$ cat src/rtl/dm_access_unit.sv
// rtl/dm_access_unit.sv - multi-cycle load/store unit driving a synchronous byte-enabled data RAM
module dm_access_unit #(
  parameter int DATA_W      = 32,
  parameter int ADDR_W      = 32,
  parameter bit MISALIGN_EN = 1'b1
) (
  input  logic                                  clk,
  input  logic                                  rst,
  input  logic                                  req_valid,
  output logic                                  req_ready,
  input  logic                                  req_we,
  input  logic [ADDR_W-1:0]                     req_addr,
  input  logic [2:0]                            req_ctrl,
  input  logic [DATA_W-1:0]                     req_wdata,
  output logic                                  resp_valid,
  output logic                                  resp_err,
  output logic [DATA_W-1:0]                     resp_rdata,
  output logic                                  mem_en,
  output logic [DATA_W/8-1:0]                   mem_we,
  output logic [ADDR_W-$clog2(DATA_W/8)-1:0]    mem_addr,
  output logic [DATA_W-1:0]                     mem_wdata,
  input  logic [DATA_W-1:0]                     mem_rdata
);

  localparam int B     = DATA_W / 8;
  localparam int OFF_W = $clog2(B);
  localparam int IDX_W = ADDR_W - OFF_W;
  localparam logic [2*B-1:0]   MASK_ONE = 1;
  localparam logic [IDX_W-1:0] IDX_ONE  = 1;

  typedef enum logic [2:0] {S_IDLE, S_ACC1, S_ACC2, S_WAIT, S_RESP} state_t;

  state_t               state;
  logic                 we_q;
  logic [OFF_W-1:0]     off_q;
  logic [3:0]           size_q;
  logic                 signed_q;
  logic                 split_q;
  logic [B-1:0]         mask_hi_q;
  logic [DATA_W-1:0]    data_hi_q;
  logic [DATA_W-1:0]    beat1_q;
  logic                 mem_en_q;
  logic [B-1:0]         mem_we_q;
  logic [IDX_W-1:0]     mem_addr_q;
  logic [DATA_W-1:0]    mem_wdata_q;

  // Request decode, evaluated on the live request fields at accept time
  logic [OFF_W-1:0]     req_off;
  logic [3:0]           req_size;
  logic                 req_signed;
  logic                 ctrl_ok;
  logic                 req_split;
  logic                 req_illegal;
  logic [DATA_W-1:0]    size_keep;
  logic [2*B-1:0]       lane_mask;
  logic [2*DATA_W-1:0]  lane_data;

  assign req_off = req_addr[OFF_W-1:0];

  always_comb begin
    req_size   = 4'd4;
    req_signed = 1'b1;
    ctrl_ok    = 1'b1;
    case (req_ctrl)
      3'b000: begin req_size = 4'd4; req_signed = 1'b1; end
      3'b001: begin req_size = 4'd2; req_signed = 1'b1; end
      3'b010: begin req_size = 4'd2; req_signed = 1'b0; end
      3'b011: begin req_size = 4'd1; req_signed = 1'b1; end
      3'b100: begin req_size = 4'd1; req_signed = 1'b0; end
      3'b101: begin req_size = 4'd8; req_signed = 1'b0; ctrl_ok = (DATA_W == 64); end
      default: ctrl_ok = 1'b0;
    endcase
    req_split   = (int'(req_off) + int'(req_size)) > B;
    req_illegal = !ctrl_ok || (req_split && !MISALIGN_EN);
    size_keep   = ~({DATA_W{1'b1}} << (8 * req_size));
    lane_mask   = ((MASK_ONE << req_size) - MASK_ONE) << req_off;
    lane_data   = {{DATA_W{1'b0}}, req_wdata & size_keep} << (8 * req_off);
  end

  // Final-beat merge; only meaningful while in S_WAIT, result goes straight into a register
  logic [DATA_W-1:0]    fin_b1;
  logic [DATA_W-1:0]    fin_b2;
  logic [2*DATA_W-1:0]  ld_shift;
  logic [DATA_W-1:0]    ld_raw;
  logic [DATA_W-1:0]    ld_keep;
  logic                 ld_msb;
  logic [DATA_W-1:0]    ld_ext;

  always_comb begin
    fin_b1   = split_q ? beat1_q : mem_rdata;
    fin_b2   = split_q ? mem_rdata : {DATA_W{1'b0}};
    ld_shift = {fin_b2, fin_b1} >> (8 * off_q);
    ld_raw   = ld_shift[DATA_W-1:0];
    ld_keep  = ~({DATA_W{1'b1}} << (8 * size_q));
    case (size_q)
      4'd1:    ld_msb = ld_raw[7];
      4'd2:    ld_msb = ld_raw[15];
      4'd4:    ld_msb = ld_raw[31];
      default: ld_msb = 1'b0;
    endcase
    ld_ext = (ld_raw & ld_keep) | ({DATA_W{signed_q & ld_msb}} & ~ld_keep);
  end

  always_ff @(posedge clk) begin
    if (rst) begin
      state       <= S_IDLE;
      we_q        <= 1'b0;
      off_q       <= '0;
      size_q      <= 4'd0;
      signed_q    <= 1'b0;
      split_q     <= 1'b0;
      mask_hi_q   <= '0;
      data_hi_q   <= '0;
      beat1_q     <= '0;
      mem_en_q    <= 1'b0;
      mem_we_q    <= '0;
      mem_addr_q  <= '0;
      mem_wdata_q <= '0;
      resp_valid  <= 1'b0;
      resp_err    <= 1'b0;
      resp_rdata  <= '0;
    end else begin
      resp_valid <= 1'b0;
      resp_err   <= 1'b0;
      case (state)
        S_IDLE: begin
          if (req_valid) begin
            if (req_illegal) begin
              state      <= S_RESP;
              resp_valid <= 1'b1;
              resp_err   <= 1'b1;
              resp_rdata <= '0;
            end else begin
              state       <= S_ACC1;
              we_q        <= req_we;
              off_q       <= req_off;
              size_q      <= req_size;
              signed_q    <= req_signed;
              split_q     <= req_split;
              mask_hi_q   <= lane_mask[2*B-1:B];
              data_hi_q   <= lane_data[2*DATA_W-1:DATA_W];
              mem_en_q    <= 1'b1;
              mem_addr_q  <= req_addr[ADDR_W-1:OFF_W];
              mem_we_q    <= req_we ? lane_mask[B-1:0] : '0;
              mem_wdata_q <= lane_data[DATA_W-1:0];
            end
          end
        end
        S_ACC1: begin
          if (split_q) begin
            state       <= S_ACC2;
            mem_addr_q  <= mem_addr_q + IDX_ONE;
            mem_we_q    <= we_q ? mask_hi_q : '0;
            mem_wdata_q <= data_hi_q;
          end else begin
            mem_en_q <= 1'b0;
            mem_we_q <= '0;
            if (we_q) begin
              state      <= S_RESP;
              resp_valid <= 1'b1;
            end else begin
              state <= S_WAIT;
            end
          end
        end
        S_ACC2: begin
          mem_en_q <= 1'b0;
          mem_we_q <= '0;
          if (we_q) begin
            state      <= S_RESP;
            resp_valid <= 1'b1;
          end else begin
            beat1_q <= mem_rdata;
            state   <= S_WAIT;
          end
        end
        S_WAIT: begin
          if (!split_q) beat1_q <= mem_rdata;
          resp_rdata <= ld_ext;
          resp_valid <= 1'b1;
          state      <= S_RESP;
        end
        S_RESP:  state <= S_IDLE;
        default: state <= S_IDLE;
      endcase
    end
  end

  // Reset must silence the RAM in the same cycle, before the registered strobes clear
  assign mem_en    = mem_en_q & ~rst;
  assign mem_we    = mem_we_q & {B{~rst}};
  assign mem_addr  = mem_addr_q;
  assign mem_wdata = mem_wdata_q;
  assign req_ready = (state == S_IDLE) & ~rst;

endmodule

$ cat config.mk
export PLATFORM = sky130hd
export DESIGN_NAME = dm_access_unit
export DESIGN_NICKNAME = d
export VERILOG_FILES = /design/src/rtl/dm_access_unit.sv
export SDC_FILE = /design/constraint.sdc
export NUM_CORES = 1
export LEC_CHECK = 0
export CAP_MARGIN = 0
export CORE_MARGIN = 2
export CORE_UTILIZATION = 45
export CTS_CLUSTER_DIAMETER = 100
export DETAILED_ROUTE_END_ITERATION = 6
export GPL_TIMING_DRIVEN = 0
export PLACE_DENSITY = 0.74
export SLEW_MARGIN = 15
export SYNTH_ARGS = -nofsm -noshare
export SYNTH_HDL_FRONTEND = slang
export SYNTH_SLANG_ARGS = --single-unit
export TNS_END_PERCENT = 20
$ cat constraint.sdc
create_clock -name clk -period 2.5 [get_ports clk]
set_input_delay 0.5 -clock clk [delete_from_list [all_inputs] [get_ports clk]]
set_output_delay 0.5 -clock clk [all_outputs]
set_load 0.03 [all_outputs]
==> impl_metrics.env <==
export IMPL_yosysTopAreaCell="dfxtp_1"
export IMPL_worst_path_max_fanout=10
export IMPL_crit_chain="buf_2 > nor3b_1 > clkbuf_1 > nor3_1 > a221oi_1 > nor3_1"
export IMPL_worstHoldStart="req_ctrl[0]"
export IMPL_via_per_inst=6.34
export IMPL_synth_seq_area_share_pct=36.7
export IMPL_dpl_hpwl_mm=27.7
export IMPL_finalHoldViolations=0
export IMPL_cap_violations=0
export IMPL_grt_pass1_wl_mm=56.1
export IMPL_drive_gt1_share_pct=8.47
export IMPL_die_x_um=149
export IMPL_p_seq_share_pct=34.7
export IMPL_cts_buffers_inserted=17
export IMPL_crit_path_start_kind="flip-flop"
export IMPL_cts_max_path_buffers=2
export IMPL_hold_path_class="in2reg"
export IMPL_synthArstFlopShare_pct=0
export IMPL_vdd_drop_max_mv=0.542
export IMPL_fin_hold_ws_ns=0.450
export IMPL_power_switching_mw=3.86
export IMPL_crit_family="simple AND/OR/NAND/NOR gates"
export IMPL_worstSetupStartpoint="state[1]"
export IMPL_maxSlewHeadroom_pct=27.1
export IMPL_globalRouteOverflowTotal=0
export IMPL_crit_path_end_kind="flip-flop"
export IMPL_fillers=1899
export IMPL_fin_crit_sh_pct=102
export IMPL_crit_buf_inv=2
export IMPL_cp_arrival_ns=2.90
export IMPL_clkPwrFrac_pct=28.1
export IMPL_worstPathRequired_ns=2.86
export IMPL_core_sq_um=20400
export IMPL_synthTopCellsByArea="dfxtp_1 (37%), nand2_1 (6.2%), mux2i_1 (5.1%)"
export IMPL_drc_errors=0
export IMPL_pre_cts_ws_ns=-0.856
export IMPL_ios=205
export IMPL_drtAntennaViolNets=0
export IMPL_worst_slack_ns=-0.0420
export IMPL_grt_max_degree=17
export IMPL_cpPeakStageDelay_ns=0.92
export IMPL_critPathSlowestCell="nor3_1"
export IMPL_drt_iter0_markers=1294
export IMPL_rows=52
export IMPL_status="finished with violations"
export IMPL_cts_tree="yes"
export IMPL_syn_area_sq_um=9440
export IMPL_power_density_nw_per_um2=779
export IMPL_clkSinkCount=173
export IMPL_grt_pass1_vias=9877
export IMPL_port_buffers=202
export IMPL_critical_path_class="reg2reg"
export IMPL_die_area_sq_um=22100
export IMPL_synth_seq_cells=173
export IMPL_gp_congestion=0.935
export IMPL_violations="setup timing"
export IMPL_antenna_found_initial=1
export IMPL_cts_max_level=4
export IMPL_worst_slew_pin_slew_ns=1.09
export IMPL_finalWorstPathRequiredPeriod_ns=2.54
export IMPL_dr_total_vias=10700
export IMPL_leakage_nw=4.42
export IMPL_synthToLayoutAreaGrowth_pct=33.0
export IMPL_swShare_pct=39.5
export IMPL_routed_wirelength_mm=37.4
export IMPL_cts_clk_slew_worst_paths_ns=0.07
export IMPL_fmax_mhz=393
export IMPL_yosys_warnings=0
export IMPL_drt_pre_antenna_iters=6
export IMPL_rsz0062_at_grt="yes"
export IMPL_synth_edff_count=0
export IMPL_intPower_mw=5.92
export IMPL_clk_latency_ns=0.45
export IMPL_synth_fp_nets=1286
export IMPL_cts_root_buffer="clkbuf_16"
export IMPL_cts_hold_buf=0
export IMPL_postSynthAreaPerCell_sq_um=8.01
export IMPL_synth_top_area_share_pct=36.7
export IMPL_reg2reg_from="state[1]"
export IMPL_start_util_pct=46.2
export IMPL_die_height_um=149
export IMPL_combPwrFrac_pct=37.1
export IMPL_ff_latch_area_sq_um=3460
export IMPL_crit_path_frequent_cell="nor3_1"
export IMPL_slew_viol_final=0
export IMPL_fin_worst_skew_ns=0.0116
export IMPL_finalSetupViolCount=2
export IMPL_wl_per_cell_um=22.1
export IMPL_multi_input_area_sq_um=5580
export IMPL_synth_main_ff_cell="dfxtp_1"
export IMPL_synth_cell_types=74
export IMPL_r2r_slack_ns=-0.04
export IMPL_grt_util_all_layers_pct=32.7
export IMPL_postSynthCellCount=1178
export IMPL_nNetsFinal=1511
-- logic make-up after synthesis --
family	after synthesis	synth area share, %
flip-flops	173	36.7
XOR/XNOR	5	0.464
buffers and inverters	118	5.00
other	1	0.0397
multiplexers	71	9.31
AND/OR/NAND/NOR	462	23.3
adder cells (fa/ha/maj)	5	0.743
AO/OA/AOI/OAI	343	24.5
-- cell usage after synthesis (3+ instances only) --
cell / number
a21oi_1: 94
a221oi_1: 27
nor3b_1: 3
buf_1: 8
nor2b_1: 24
buf_2: 16
o2bb2ai_1: 8
and3_1: 4
or2_2: 3
nand3_1: 34
a211o_1: 9
and2_1: 6
and4_1: 3
xnor2_1: 3
a211oi_1: 19
mux4_2: 12
a221o_1: 8
a22oi_1: 37
inv_1: 8
clkbuf_1: 81
o21a_1: 11
dfxtp_1: 173
nor4_1: 15
a31oi_1: 13
or3_1: 6
a41oi_1: 3
nand3b_1: 14
o21ai_0: 56
nor2_1: 109
o22ai_1: 9
a311oi_1: 7
a21o_1: 4
ha_1: 4
nand4_1: 9
o31ai_1: 3
a22o_1: 11
mux2_2: 9
mux2i_1: 48
nand2_1: 156
o311ai_0: 8
nor3_1: 62
-- worst register-to-register path, stage by stage (launching register included) --
cell and delay [ns]:
dfxtp_1 0.43, buf_2 0.26, nor3b_1 0.08, clkbuf_1 0.32, nor3_1 0.92, a221oi_1 0.25
nor3_1 0.21
-- layout make-up --
class / count / area share [%]
timing repair buffer: 206 / 16.3
buffer: 107 / 3.74
sequential: 173 / 27.6
tap: 270 / 2.69
multi-input combinational: 887 / 44.5
inverter: 11 / 0.429
clock inverter: 14 / 1.24
antenna: 1 / 0.0199
clock buffer: 18 / 3.42
-- flip-flops by register name, indices dropped and copies added (netlist names), 3 cells and up --
signal	flops
beat1_q	32
mem_we_q	4
resp_rdata	32
mem_addr	30
size_q	4
mem_wdata	32
state	3
mask_hi_q	4
data_hi_q	24
-- power groups by stage --
stage               clock network, mW  logic (mW)  registers (mW)
finish                           2.75        3.63            3.40
global placement                    0        3.46            3.43
global route                     2.85        3.86            3.43
CTS                              2.74        3.52            3.38
detailed placement                  0        3.49            3.45
floorplan                           0        1.82            3.74
-- repair_timing --
| item | CTS | global route |
|---|---|---|
| pin swaps | 1 | 2 |
| buffers inserted | 2 | 2 |
| resized for setup | 20 | 28 |
| setup endpoints to repair | 66 | 115 |
| cloned | 0 | 0 |
-- path summary, 6_finish.rpt --
kind	to	cells past startpoint
worst max-delay path	mem_wdata[1]	6
worst min-delay path	signed_q	3
worst max register to register	mem_wdata[1]	6
worst min register to register	beat1_q[3]	2
-- layer usage --
layer / track usage (%) / routed length, um / vias to the layer above
li1: - / - / 4801
met1: 45.7 / 15600 / 5129
met2: 50.9 / 16800 / 664
met3: 5.41 / 3740 / 106
met4: 12.0 / 1240 / 0
met5: 0 / 0 / -
-- metrics by stage --
stage          instance area [sq um]  utilization [%]  setup TNS, ns  cells  power [mW]
2_1_floorplan                   9470                -        -0.0222   1178        5.56
6_report                       12500             61.4        -0.0505   1687        9.78
3_3_place_gp                   11800             57.9         -58.52   1650        6.89
4_1_cts                        12500             61.0              0   1684        9.65
5_1_grt                        12500             61.4          -1.67   1687        10.1
3_5_place_dp                   11800             57.9         -61.22   1650        6.94
-- placed cells by master, fill, tap and decap left out, types with 14 or more instances in the layout --
cell type	count
nand3_1	34
a21oi_1	93
buf_2	17
clkbuf_2	17
nand2_1	156
clkbuf_1	66
o21ai_0	54
nand3b_1	14
mux2i_1	48
a221oi_1	27
nor2b_1	24
clkbuf_16	17
nor3_1	59
clkdlybuf4s50_1	195
dfxtp_1	173
a211oi_1	19
nor2_1	108
a22oi_1	37
Power figures use the tool's default switching activity.
